--- src/rtl/pipeline_pkg.sv ---
// Shared pipeline definitions: fetch/decode entry layout and the canonical NOP.
package pipeline_pkg;

    localparam int FD_ADDR_W = 32;
    localparam int FD_DATA_W = 32;

    // addi x0, x0, 0
    localparam logic [FD_DATA_W-1:0] NOP_INSTR = 32'h0000_0013;

    typedef struct packed {
        logic [FD_DATA_W-1:0] instr;
        logic [FD_ADDR_W-1:0] pc;
        logic [FD_ADDR_W-1:0] pc_plus4;
    } fd_entry_t;

endpackage

--- src/rtl/fetch_decode_queue.sv ---
// Fetch->decode buffer: DEPTH-entry circular FIFO of {instr, pc, pc+4} with
// valid/ready on both sides and a flush for branch/jump redirects.
// Optional feature macro: FDQ_BYPASS_EN (zero-latency fall-through when empty).
module fetch_decode_queue
    import pipeline_pkg::*;
#(
    parameter int ADDRESS_WIDTH = FD_ADDR_W,
    parameter int DATA_WIDTH    = FD_DATA_W,
    parameter int DEPTH         = 4
) (
    input  logic                       clk_i,
    input  logic                       rst_ni,
    input  logic                       flush_i,
    input  logic                       in_valid_i,
    output logic                       in_ready_o,
    input  logic [DATA_WIDTH-1:0]      rd_i,
    input  logic [ADDRESS_WIDTH-1:0]   pcF_i,
    input  logic [ADDRESS_WIDTH-1:0]   pc_plus4F_i,
    output logic                       out_valid_o,
    input  logic                       out_ready_i,
    output logic [DATA_WIDTH-1:0]      instrD_o,
    output logic [ADDRESS_WIDTH-1:0]   pcD_o,
    output logic [ADDRESS_WIDTH-1:0]   pc_plus4D_o,
    output logic [$clog2(DEPTH):0]     count_o
);

    localparam int PTR_W = $clog2(DEPTH);
    localparam int CNT_W = PTR_W + 1;

    // Pointer wrap relies on natural modulo-2^PTR_W overflow.
    if ((DEPTH < 2) || ((DEPTH & (DEPTH - 1)) != 0)) begin : g_depth_check
        $error("fetch_decode_queue: DEPTH must be a power of two and >= 2");
    end

    fd_entry_t          mem_r [DEPTH];
    logic [PTR_W-1:0]   wr_ptr_r;
    logic [PTR_W-1:0]   rd_ptr_r;
    logic [CNT_W-1:0]   count_r;

    logic               stored_s;
    logic               bypass_s;
    logic               push_s;
    logic               pop_s;
    fd_entry_t          in_entry_s;
    fd_entry_t          head_s;

    assign stored_s   = (count_r != {CNT_W{1'b0}});
    assign in_ready_o = (count_r != CNT_W'(DEPTH));
    assign count_o    = count_r;

`ifdef FDQ_BYPASS_EN
    assign bypass_s = ~stored_s & in_valid_i & ~flush_i;
`else
    assign bypass_s = 1'b0;
`endif

    assign out_valid_o = stored_s | bypass_s;

    // A bypassed entry taken by decode in the same cycle is never stored.
    assign push_s = in_valid_i & in_ready_o & ~(bypass_s & out_ready_i);
    assign pop_s  = stored_s & out_ready_i;

    assign in_entry_s = '{instr: rd_i, pc: pcF_i, pc_plus4: pc_plus4F_i};
    assign head_s     = mem_r[rd_ptr_r];

    // Head presentation: bypassed input, stored head, or NOP/0/0 when empty.
    always_comb begin
        instrD_o    = NOP_INSTR;
        pcD_o       = {ADDRESS_WIDTH{1'b0}};
        pc_plus4D_o = {ADDRESS_WIDTH{1'b0}};
        if (bypass_s) begin
            instrD_o    = in_entry_s.instr;
            pcD_o       = in_entry_s.pc;
            pc_plus4D_o = in_entry_s.pc_plus4;
        end else if (stored_s) begin
            instrD_o    = head_s.instr;
            pcD_o       = head_s.pc;
            pc_plus4D_o = head_s.pc_plus4;
        end else begin
            instrD_o    = NOP_INSTR;
            pcD_o       = {ADDRESS_WIDTH{1'b0}};
            pc_plus4D_o = {ADDRESS_WIDTH{1'b0}};
        end
    end

    // Pointer and occupancy control: reset > flush > push/pop.
    always_ff @(posedge clk_i) begin
        if (!rst_ni) begin
            wr_ptr_r <= {PTR_W{1'b0}};
            rd_ptr_r <= {PTR_W{1'b0}};
            count_r  <= {CNT_W{1'b0}};
        end else if (flush_i) begin
            wr_ptr_r <= {PTR_W{1'b0}};
            rd_ptr_r <= {PTR_W{1'b0}};
            count_r  <= {CNT_W{1'b0}};
        end else begin
            if (push_s) begin
                wr_ptr_r <= wr_ptr_r + PTR_W'(1);
            end else begin
                wr_ptr_r <= wr_ptr_r;
            end
            if (pop_s) begin
                rd_ptr_r <= rd_ptr_r + PTR_W'(1);
            end else begin
                rd_ptr_r <= rd_ptr_r;
            end
            case ({push_s, pop_s})
                2'b10:   count_r <= count_r + CNT_W'(1);
                2'b01:   count_r <= count_r - CNT_W'(1);
                default: count_r <= count_r;
            endcase
        end
    end

    // Payload storage; contents are don't-care until counted as occupied.
    always_ff @(posedge clk_i) begin
        if (rst_ni && !flush_i && push_s) begin
            mem_r[wr_ptr_r] <= in_entry_s;
        end
    end

endmodule

--- config.mk ---
export PLATFORM = sky130hd
export DESIGN_NAME = fetch_decode_queue
export DESIGN_NICKNAME = d
export VERILOG_FILES = /design/src/rtl/pipeline_pkg.sv /design/src/rtl/fetch_decode_queue.sv
export SDC_FILE = /design/constraint.sdc
export NUM_CORES = 1
export LEC_CHECK = 0
export ABC_AREA = 1
export BUFFER_PORTS_ARGS = -buffer_cell sky130_fd_sc_hd__buf_2
export CELL_PAD_IN_SITES_DETAIL_PLACEMENT = 1
export CELL_PAD_IN_SITES_GLOBAL_PLACEMENT = 1
export CORE_UTILIZATION = 42
export CTS_CLUSTER_DIAMETER = 150
export DETAILED_ROUTE_END_ITERATION = 7
export HOLD_SLACK_MARGIN = 0.1
export PLACE_DENSITY = 0.73
export SYNTH_ARGS = -nofsm -noshare
export SYNTH_HDL_FRONTEND = slang
export SYNTH_SLANG_ARGS = --single-unit
--- constraint.sdc ---
create_clock -name clk_i -period 5.85 [get_ports clk_i]
set_input_delay 0.2925 -clock clk_i [delete_from_list [all_inputs] [get_ports clk_i]]
set_output_delay 0.2925 -clock clk_i [all_outputs]
set_load 0.02 [all_outputs]
== Word-level counts from Yosys, hierarchy flattened ==
Memories as Yosys holds them, arrays and structs flattened. A register that Yosys moved wholly into a read port is not among the register bits.
Index checks and enable logic that the tools add are counted.

* Bits in registers: 7
* Memory bits (writable): 384
* Input port bits: 101
* Output and inout bits: 101
* Logic and storage cells: 28
* Memories: 1

{| class="wikitable"
|+ Memory list
! memory !! words !! width !! read ports !! clocked after memory_dff !! wr ports !! line !! text
|-
| mem_r || 4 || 96 || 1 || 1 || 1 || fetch_decode_queue.sv:35 || <nowiki>fd_entry_t mem_r [DEPTH];</nowiki>
|}

* Add/sub/neg operators: 4
* Eq/ne operators: 3
* Mux-type cells: 8
* Bitwise operators: 3
* Reductions and logical operators: 6

{| class="wikitable"
|+ Operators with widths
! cell !! number
|-
| 2-to-1 mux 32 bit || 3
|-
| one-hot mux 3 bit (2 select lines) || 1
|-
| adder 2 x 1 -> 2 bit, second input constant || 2
|-
| 2-to-1 mux 2 bit || 2
|-
| adder 3 x 1 -> 3 bit, second input constant || 1
|-
| inequality test 3 bit, second input constant || 1
|-
| nonzero test 3 bit || 1
|-
| subtractor 3 x 1 -> 3 bit, second input constant || 1
|-
| AND 1 bit || 2
|-
| == test 2 x 1 -> 1 bit, second input constant || 1
|-
| == test 2 bit, second input constant || 1
|-
| logical AND 1 bit || 2
|-
| 2-to-1 mux 1 bit || 2
|-
| nonzero test 2 bit || 1
|-
| OR reduction 2 bit || 1
|-
| zero test 1 bit || 1
|-
| NOT 1 bit || 1
|}

== Logic depth before layout (Yosys ltp) ==
Gate-level depths: netlist (run 1).

* Word-level depth: 5
* Gate-level depth with buffers: 13
* Depth with buffers taken out: 13

== Least setup slack after synthesis (run 1) ==
OpenSTA, ideal clock, no wires.

* Kind: reg-to-reg
* Start point: reg count_r[1] (netlist: count_o[1])
* End point: mem mem_r[0][0] (netlist name) (enable)
* Setup time: 0.552 ns
* Data arrival time: 5.062 ns
* Required time: 5.298 ns
* Slack: 0.236 ns
* Stages on the path, launching flop included: 5
* Path buffers: 0
* Clock period less this slack: 5.614 ns
* Cells stage by stage: dfxtp_1 -> nor2_1 -> a21boi_0 -> nand2_1 -> nor2_1

* Word-level cells in the longest chain between the ends: 5

{| class="wikitable"
|+ Ends and longest elaborated chain
! element !! line !! text
|-
| start, declared || fetch_decode_queue.sv:38 || <nowiki>logic [CNT_W-1:0] count_r;</nowiki>
|-
| start signal, assigned || fetch_decode_queue.sv:91 || <nowiki>count_r <= {CNT_W{1'b0}};</nowiki>
|-
| start signal, assigned || fetch_decode_queue.sv:95 || <nowiki>count_r <= {CNT_W{1'b0}};</nowiki>
|-
| start signal, assigned || fetch_decode_queue.sv:108 || <nowiki>2'b10: count_r <= count_r + CNT_W'(1);</nowiki>
|-
| inequality test 3 bit || fetch_decode_queue.sv:48 || <nowiki>assign in_ready_o = (count_r != CNT_W'(DEPTH));</nowiki>
|-
| AND 1 bit || fetch_decode_queue.sv:60 || <nowiki>assign push_s = in_valid_i & in_ready_o & ~(bypass_s & out_ready_i);</nowiki>
|-
| logical AND 1 bit || fetch_decode_queue.sv:117 || <nowiki>if (rst_ni && !flush_i && push_s) begin</nowiki>
|-
| 2-to-1 mux 1 bit || fetch_decode_queue.sv:117 ||
|-
| 2-to-1 mux 1 bit (implied by the code) || fetch_decode_queue.sv:118 || <nowiki>mem_r[wr_ptr_r] <= in_entry_s;</nowiki>
|-
| end, declared || fetch_decode_queue.sv:35 ||
|}

Every way passes these cells.

==> metrics.md, run 1 <==
| Metric | Value |
|---|---|
| Status | `complete, but fails checks` |
| Failing checks | `design-rule violations` |
| RSZ-0062 raised after global routing | `false` |
| Final WS setup | `~2.5 ns` |
| Top-count cell post-synth | `nor2_1` |
| Final Power | `between 5 and 6 mW` |
| Register bit total from synthesis | `393` |
| Post-DP Area | `around 17000 sq um` |
| Maximum VDD drop | `about 0.27 mV` |
| Hold Slack | `0.117 ns` |
| Largest delay contributor family on the critical path | `buffers and inverters` |
| 1st-iter DRT viols | `just under 600` |
| Max-cap viol count | `0` |
| Critical Path, Cell by Cell | `inv_4 -> buf_4 -> o21ai_0 -> a21oi_1 -> buf_2` |
| Via Count | `between 10000 and 15000` |
| # diodes | `0` |
| Routed WL | `39.2 mm` |
| Via/cell ratio | `~5.2` |
| GRT Total Usage | `0.209` |
| DP HPWL | `between 20 and 25 mm` |
| Yosys top cell by area | `edfxtp_1` |
| Avg Cell Area, Syn | `between 10 and 15 sq um` |
| Main synth FF type | `edfxtp_1` |
| Clk sinks | `just under 400` |
| CTS clk-pin slew, worst paths | `around 0.060 ns` |
| EDFF count, synth | `384` |
| Worst-skew pair later-pin latency | `0.53 ns` |
| Area share of the largest cell type after synthesis | `0.753` |
| Setup tns final | `0 ns` |
| First-pass GRT wire length | `slightly below 60 mm` |
| Reg2Reg Launch Point | `count_o[1]` |
| Setup CP Type | `register to primary output` |
| Die height | `around 190 microns` |
| Final instance area | `18900 sq um` |
| Worst r2r path cells | `5` |
| Synth warnings | `0` |
| Register area share after synthesis | `0.765` |
| Mapped Cells | `1206` |
| Overall die width | `193 microns` |
| Initial antenna violation count | `0` |
| Largest net degree at the start of global routing | `just under 90` |
| I/O pin cnt | `202` |
| Vias in the first global route | `roughly 11000` |
| Core Rows | `69` |
| Max-slew violation count | `0` |
| Final Hold Violating Endpoints | `0` |
| R2r endpoint | `mem_r[2][72]` |
| Post-synth ARST share | `0` |
| Worst path bufs/invs | `3` |
| Hold depth | `4` |
| Unique masters post-synth | `20` |
| Clock tree from TritonCTS | `yes` |
| Post CTS Setup Buffer Count | `0` |
| Tmin final | `about 3.4 ns` |
| Port Buffers | `between 200 and 250` |
| Crit end category | `primary output` |
| Mapped cell area | `15300 sq um` |
| Final Cycle Share | `0.579` |
| Layout cell share with drive strength beyond 1 | `0.183` |
| HP Class | `input pin to register` |
| Worst R2R Setup Slack | `3.28 ns` |
| H-tree depth | `2` |
| Net Count, Synth | `about 1300` |
| Die area | `approximately 37000 sq um` |
| Post_cts resized | `0` |
| DRC | `15` |
| Gpl congestion | `between 0.7 and 0.8` |
| Fmax | `between 200 and 300 MHz` |
| Crit path DAT | `approximately 3.1 ns` |
| Clock Skews | `roughly 0.010 ns` |
| Most frequent cells after synthesis | `nor2_1, edfxtp_1, o21ai_0, a21oi_1, nand2_1` |
| Slew @ Worst Pin | `roughly 1 ns` |
| Crit-path max cell delay | `about 0.67 ns` |
| Post-DRT Antenna Nets | `0` |
| DP Worst Slack | `between 2 and 3 ns` |
| Initial Utilization | `0.428` |
| Worst-path fanout max | `87` |
| CP startpoint kind | `register` |
| Remaining Overflow, GRT | `0` |
| CTS max path bufs | `3` |
| Largest cells by area after synthesis | `edfxtp_1, nor2_1, o21ai_0` |
| Worst Path Required | `~5.6 ns` |
| Synth-to-layout area growth | `23.4%` |
| First drt pass iteration count | `6` |
| CTS Root Cell | `clkbuf_16` |
| Relative slew slack | `0.333` |
| DR WL/cell | `~20 microns` |
| Worst Min Path Start | `flush_i` |
| Pwr per Cell Area | `317 nW/um^2` |
| CTS buffer count | `41` |
| Hold EP | `wr_ptr_r[1]` |
| Core box area | `~36000 sq um` |
| Slowest-stage cell, CP | `inv_4` |
| Leakage | `a little under 7 nW` |
| Final setup fails | `0` |
| Fin nets | `1598` |
state kept, by name, summed over array words and instances (netlist names), named ones only:
name and count:
count_o 3, mem_r 384, rd_ptr_r 2, wr_ptr_r 2
area by class of cell:
cell class              count  area, sq um
multi-input cells         719         3170
clock inverters            17          108
inverters                  21         83.8
fillers                  3712        16900
clock buffers              56         1120
well taps                 461          577
flip-flops and latches    393        11700
repair buffers            315         2110
logic make-up (layout without fill, tap and decap cells):
logic type,after synthesis,in the layout,share of synthesized area
AND/OR/NAND/NOR,419,419,0.103
flip-flops,393,393,0.765
AO/OA/AOI/OAI,294,294,0.0963
buffers and inverters,94,409,0.0298
adder cells (fa/ha/maj),6,6,0.00539
how the worst max path moves through the flow:
stage / to / slack [ns] / cells after the start
floorplan: mem_r[0][0] / 0.24 / 4
global placement: pc_plus4D_o[0] / 3.00 / 5
detailed placement: pc_plus4D_o[0] / 2.98 / 5
CTS: pc_plus4D_o[0] / 2.39 / 5
global route: pc_plus4D_o[6] / 2.25 / 5
finish: pc_plus4D_o[0] / 2.46 / 5
stage by stage:
step / cells / util
after detailed placement: 1811 / 0.467
after global placement: 1811 / 0.467
after global routing: 1982 / 0.528
after floorplan: 1206 / -
final: 1982 / 0.528
after CTS: 1982 / 0.528
what timing repair did:
action                                 CTS  global route
setup endpoints to repair                0             0
endpoints found under the hold margin  390             0
hold buffers                            98             0
layer usage:
layer	global-route usage	vias to the layer above	share of wire
li1	-	4826	-
met1	0.262	5176	0.42
met2	0.370	264	0.51
met3	0.0418	52	0.054
met4	0.0535	0	0.019
met5	0	-	0
worst min-delay path, delay by kind of cell:
| kind | cells | cell delay (ns) |
|---|---|---|
| buffers and inverters | 1 | 0.07 |
| AND/OR/NAND/NOR | 3 | 0.24 |
cell usage in the layout, fill, tap and decap left out:
cell,count
edfxtp_1,384
nor2_1,383
buf_2,201
o21ai_0,177
a21oi_1,102
dlygate4sd3_1,98
clkbuf_16,43
nand2_1,26
inv_1,18
buf_4,16
o21ai_1,14
clkbuf_1,13
clkinv_2,8
clkinv_1,8
dfxtp_1,7
ha_1,5
nor2_4,4
nand3_1,4
dfxtp_4,2
nand2_2,1
inv_4,1
a21boi_0,1
nand3b_1,1
fa_1,1
inv_6,1
bufinv_16,1
clkinv_4,1
power breakdown:
group	switching [mW]	total (mW)	internal [mW]
combinational	0.288	0.435	0.147
sequential	0.0128	3.14	3.12
clock	1.03	2.42	1.39
total	1.33	5.99	4.66
(Power assumes the default switching activity.)
==> run 2: changes to the inputs <==
--- a/config.mk
+++ b/config.mk
@@ -9,11 +9,11 @@
 export BUFFER_PORTS_ARGS = -buffer_cell sky130_fd_sc_hd__buf_2
 export CELL_PAD_IN_SITES_DETAIL_PLACEMENT = 1
 export CELL_PAD_IN_SITES_GLOBAL_PLACEMENT = 1
-export CORE_UTILIZATION = 42
+export CORE_UTILIZATION = 47
 export CTS_CLUSTER_DIAMETER = 150
 export DETAILED_ROUTE_END_ITERATION = 7
 export HOLD_SLACK_MARGIN = 0.1
-export PLACE_DENSITY = 0.73
+export PLACE_DENSITY = 0.78
 export SYNTH_ARGS = -nofsm -noshare
 export SYNTH_HDL_FRONTEND = slang
 export SYNTH_SLANG_ARGS = --single-unit
==> constraint.sdc (replaced) <==
create_clock -name clk_i -period 3.43 [get_ports clk_i]
set_input_delay 0.1715 -clock clk_i [delete_from_list [all_inputs] [get_ports clk_i]]
set_output_delay 0.1715 -clock clk_i [all_outputs]
set_load 0.02 [all_outputs]
==> run 2 against run 1 <==
The flow now finishes without violations. Register-to-register slack got worse by 2.3 ns. Critical endpoint is now pcD_o[6]. Non-clock buffer count rose by 9. Worst setup slack got worse by 2.1 ns. Hold slack improved by 0.28 ns. Sequential share of layout area fell by 0.49 points.
==> metrics.md, run 2 (synthesis gave the netlist of run 1 again) <==
| Metric | Value |
|---|---|
| Status | `completed` |
| Core box area | `between 30000 and 40000 sq um` |
| I/O pin cnt | `between 200 and 250` |
| Clock Skews | `around 0.018 ns` |
| Die height | `roughly 180 microns` |
| Setup CP Type | `register to primary output` |
| H-tree depth | `2` |
| Leakage | `6.93 nW` |
| DRC | `0` |
| Layout cell share with drive strength beyond 1 | `0.184` |
| Synth-to-layout area growth | `24.4%` |
| Final WS setup | `between 0.3 and 0.4 ns` |
| Pwr per Cell Area | `about 540 nW/um^2` |
| 1st-iter DRT viols | `approximately 650` |
| DP Worst Slack | `0.913 ns` |
| Worst-path fanout max | `45` |
| Biggest register | `mem_r` |
| Slowest-stage cell, CP | `clkinv_2` |
| Clk sinks | `between 300 and 400` |
| GRT Total Usage | `0.255` |
| Critical Path, Cell by Cell | `inv_1 -> nand2_2 -> clkinv_2 -> buf_4 -> a21oi_1 -> buf_2` |
| Final Hold Violating Endpoints | `0` |
| Core Rows | `between 60 and 70` |
| Max-cap viol count | `0` |
| Clock tree from TritonCTS | `yes` |
| Crit path DAT | `2.93 ns` |
| Routed WL | `approximately 42 mm` |
| Post-CTS Hold Fix Bufs | `between 100 and 150` |
| Die area | `33300 sq um` |
| Hold depth | `2` |
| Post CTS Setup Buffer Count | `0` |
| Fmax | `322 MHz` |
| Via/cell ratio | `about 5.4` |
| Most common cell after layout, fill and taps aside | `edfxtp_1` |
| Fin nets | `between 1500 and 2000` |
| Post_cts resized | `0` |
| Fill count | `3217` |
| Final setup fails | `0` |
| Via Count | `10700` |
| Slew @ Worst Pin | `0.811 ns` |
| HP Class | `input pin to register` |
| Relative slew slack | `0.459` |
| Hold Slack | `0.401 ns` |
| DP HPWL | `23.0 mm` |
| Final Cycle Share | `0.905` |
| FF+latch area | `between 10000 and 15000 sq um` |
| Initial antenna violation count | `7` |
| CTS Root Cell | `clkbuf_16` |
| RSZ-0062 raised after global routing | `false` |
| Crit-path max cell delay | `between 0.6 and 0.7 ns` |
| Commonest non-fill, non-tap cells in the layout | `edfxtp_1, nor2_1, buf_2, o21ai_0, dlygate4sd3_1` |
| DR WL/cell | `21.6 microns` |
| Worst path bufs/invs | `4` |
| Worst Min Path Start | `pcF_i[16]` |
| Overall die width | `182 microns` |
| Reg2Reg Launch Point | `count_o[1]` |
| Max-slew violation count | `0` |
| First drt pass iteration count | `7` |
| Largest delay contributor family on the critical path | `buffers and inverters` |
| CTS max path bufs | `3` |
| Largest net degree at the start of global routing | `77` |
| Initial Utilization | `0.481` |
| Vias in the first global route | `approximately 12000` |
| Worst Path Required | `about 3.3 ns` |
| R2r endpoint | `mem_r[3][85]` |
| Multi-input logic area | `approximately 3200 sq um` |
| Maximum VDD drop | `between 0.4 and 0.5 mV` |
| Max reg flops | `approximately 380` |
| Worst-skew pair later-pin latency | `approximately 0.54 ns` |
| Post-DRT Antenna Nets | `0` |
| Gpl congestion | `about 0.74` |
| CTS buffer count | `just over 40` |
| Tmin final | `about 3.1 ns` |
| First-pass GRT wire length | `about 65 mm` |
| Worst R2R Setup Slack | `slightly below 1 ns` |
| Port Buffers | `about 200` |
| CP startpoint kind | `register` |
| CTS clk-pin slew, worst paths | `0.06 ns` |
| Worst r2r path cells | `5` |
| Remaining Overflow, GRT | `0` |
| Hold EP | `mem_r[1][48]` |
| Crit end category | `primary output` |
[run 2: cell types whose count changed in the layout (fill, tap and decap cells not counted), sizes merged]
cell,change
buf,+4
clkbuf,-2
clkinv,+2
clkinvlp,+1
diode,+5
dlygate4sd3,+5
[run 2: worst max-delay path by stage]
stage | start | to | slack, ns | cells after the start
after floorplan | count_o[1] | mem_r[0][0] | -0.62 | 4
after global placement | count_o[2] | pcD_o[7] | 0.95 | 6
after detailed placement | count_o[1] | pcD_o[7] | 0.91 | 6
after CTS | count_o[1] | pcD_o[3] | 0.33 | 6
after global routing | count_o[1] | pcD_o[4] | 0.16 | 6
final | count_o[2] | pcD_o[6] | 0.33 | 6
[run 2: area by class of cell]
type,count,area share
multi-input combinational,719,0.167
timing repair buffer,324,0.119
tap,435,0.0286
inverter,21,0.00440
clock buffer,54,0.0587
clock inverter,20,0.00611
antenna,5,0.000657
sequential,393,0.616
[run 2: per-layer routing]
metal / track usage / up-vias / wire length [microns]
met1: 0.304 / 5391 / 16800
met4: 0.102 / 4 / 1150
met3: 0.0461 / 83 / 2250
met2: 0.458 / 358 / 22300
li1: - / 4861 / -
met5: 0 / - / 23
[run 2: where the power goes]
group	leakage, nW	internal (mW)	switching, mW
logic	2.79	0.262	0.514
clock network	0.600	2.36	1.78
registers	3.54	5.33	0.0237
[run 2: metrics by stage]
step	TNS (ns)	instances	instance area, sq um	utilization	power (mW)
3_3_place_gp	0	1789	16800	0.527	6.09
2_1_floorplan	-238.95	1206	15300	-	5.81
6_report	0	1971	19000	0.599	10.3
3_5_place_dp	0	1789	16800	0.527	6.12
5_1_grt	0	1970	19000	0.599	10.6
4_1_cts	0	1966	19000	0.598	10.3
==> run 3: changes to the inputs <==
--- a/config.mk
+++ b/config.mk
@@ -9,6 +9,7 @@
 export BUFFER_PORTS_ARGS = -buffer_cell sky130_fd_sc_hd__buf_2
 export CELL_PAD_IN_SITES_DETAIL_PLACEMENT = 1
 export CELL_PAD_IN_SITES_GLOBAL_PLACEMENT = 1
+export CORE_MARGIN = 2
 export CORE_UTILIZATION = 47
 export CTS_CLUSTER_DIAMETER = 150
 export DETAILED_ROUTE_END_ITERATION = 7
==> constraint.sdc (replaced) <==
create_clock -name clk_i -period 3 [get_ports clk_i]
set_input_delay 0.15 -clock clk_i [delete_from_list [all_inputs] [get_ports clk_i]]
set_output_delay 0.15 -clock clk_i [all_outputs]
set_load 0.02 [all_outputs]
==> run 3 against run 2 <==
Largest power group unchanged. Combinational power rose by 15%. Highest routed layer is now met4. Clock-buffer cell count is 7 lower. First-iteration DRC count up 12%.
==> metrics.md, run 3 (synthesis gave the netlist of run 1 again) <==
| Metric | Value |
|---|---|
| Status | `completed` |
| Crit end category | `primary output` |
| Post_cts resized | `0` |
| Synth-to-layout area growth | `25.4%` |
| Clk sinks | `between 300 and 400` |
| CTS Root Cell | `clkbuf_16` |
| Relative slew slack | `0.414` |
| CTS max path bufs | `3` |
| Worst-path fanout max | `47` |
| 1st-iter DRT viols | `between 700 and 800` |
| Routed WL | `41.4 mm` |
| DP Worst Slack | `0.653 ns` |
| Hold EP | `mem_r[3][5]` |
| Clk pwr share | `0.418` |
| Worst Path Required | `between 2 and 3 ns` |
| Post-DRT Antenna Nets | `0` |
| DR WL/cell | `20.9 microns` |
| Setup tns final | `0 ns` |
| Final Hold Violating Endpoints | `0` |
| Post-CTS Hold Fix Bufs | `about 100` |
| Post CTS Setup Buffer Count | `0` |
| Core box area | `between 30000 and 40000 sq um` |
| Largest net degree at the start of global routing | `a little under 200` |
| Die height | `approximately 180 microns` |
| Net switching power | `roughly 2.7 mW` |
| Reg2Reg Launch Point | `count_o[1]` |
| Worst r2r path cells | `5` |
| Initial Utilization | `0.474` |
| Final WS setup | `0.165 ns` |
| Via Count | `10500` |
| R2r endpoint | `mem_r[2][15]` |
| HP Class | `input pin to register` |
| CP startpoint kind | `register` |
| Hold depth | `2` |
| Gpl congestion | `between 0.7 and 0.8` |
| Fmax | `353 MHz` |
| Final Core Density | `0.595` |
| Internal power | `9.31 mW` |
| Port Buffers | `approximately 200` |
| Clock tree from TritonCTS | `yes` |
| H-tree depth | `2` |
| Setup CP Type | `register to primary output` |
| Commonest non-fill, non-tap cells in the layout | `edfxtp_1, nor2_1, buf_2, o21ai_0` |
| Worst R2R Setup Slack | `~0.64 ns` |
| I/O pin cnt | `between 200 and 250` |
| Final instance area | `19200 sq um` |
| Crit path DAT | `approximately 2.7 ns` |
| Initial antenna violation count | `3` |
| Die area | `34000 sq um` |
| Leakage | `7.01 nW` |
| DRC | `0` |
| Maximum VDD drop | `around 0.73 mV` |
| Final Cycle Share | `0.945` |
| Layout cell share with drive strength beyond 1 | `0.191` |
| Via/cell ratio | `~5.3` |
| Net Sw Frac | `0.226` |
| Seq pwr share | `0.508` |
| Final setup fails | `0` |
| DP HPWL | `roughly 23 mm` |
| Worst Min Path Start | `pc_plus4F_i[5]` |
| Post-DP Area | `16800 sq um` |
| Clock Skews | `about 0.014 ns` |
| Logic gate share of total power | `0.074` |
| Pwr per Cell Area | `~630 nW/um^2` |
| Core Rows | `66` |
| Max reg flops | `around 380` |
| Finished Layout Cells | `1982` |
| Max-slew violation count | `0` |
| Overall die width | `between 150 and 200 microns` |
| Slew @ Worst Pin | `a little under 0.9 ns` |
| CTS buffer count | `42` |
| Remaining Overflow, GRT | `0` |
| Biggest register | `mem_r` |
| Max-cap viol count | `0` |
| Fin nets | `approximately 1600` |
| GRT Total Usage | `0.246` |
| Most common cell after layout, fill and taps aside | `edfxtp_1` |
| Tmin final | `about 2.8 ns` |
| First-pass GRT wire length | `roughly 64 mm` |
| CTS clk-pin slew, worst paths | `0.06 ns` |
| First drt pass iteration count | `4` |
| Vias in the first global route | `~11000` |
| Worst-skew pair later-pin latency | `between 0.5 and 0.6 ns` |
| Placed cell count | `between 1500 and 2000` |
run 3: power by group through the flow:
stage	logic, mW	clock network [mW]	registers, mW
after floorplan	0.414	0	6.23
after global placement	0.750	0	6.22
after detailed placement	0.776	0	6.23
after CTS	0.894	5.08	6.11
after global routing	0.969	5.31	6.11
final	0.893	5.03	6.11
run 3: layout make-up:
type,instances,area (sq um)
antenna,5,12.5
clock buffer,47,1070
clock inverter,29,254
fill,3254,13100
inverter,21,83.8
multi-input combinational,719,3170
sequential,393,11700
tap,442,553
timing repair buffer,326,2340
run 3: worst max path at each step:
stage / from / to / slack [ns]
CTS: register / pc_plus4D_o[7] / 0.21
global route: register / pc_plus4D_o[7] / -0.009
detailed placement: count_o[1] / mem_r[2][15] / 0.65
finish: register / pc_plus4D_o[7] / 0.17
global placement: count_o[1] / mem_r[0][34] / 0.77
floorplan: count_o[1] / mem_r[0][0] / -1.05
run 3: through the flow:
step	power, mW	hold WS, ns
finish	12.0	0.376
global route	12.4	0.375
CTS	12.1	0.354
detailed placement	7.00	0.368
global placement	6.97	0.360
floorplan	6.65	0.249
run 3: critical path, cell delays in order, from the launching register on:
cell	delay, ns
dfxtp_4	0.47
clkinv_2	0.50
buf_12	0.40
nor2_1	0.15
o21ai_0	0.11
a21oi_1	0.26
buf_2	0.22
run 3: metal layers:
metal	wire [microns]	global-route usage	vias up
met5	0	0	-
met4	1110	0.0806	0
met3	2170	0.0397	81
met2	21100	0.436	316
met1	17000	0.309	5278
li1	-	-	4862
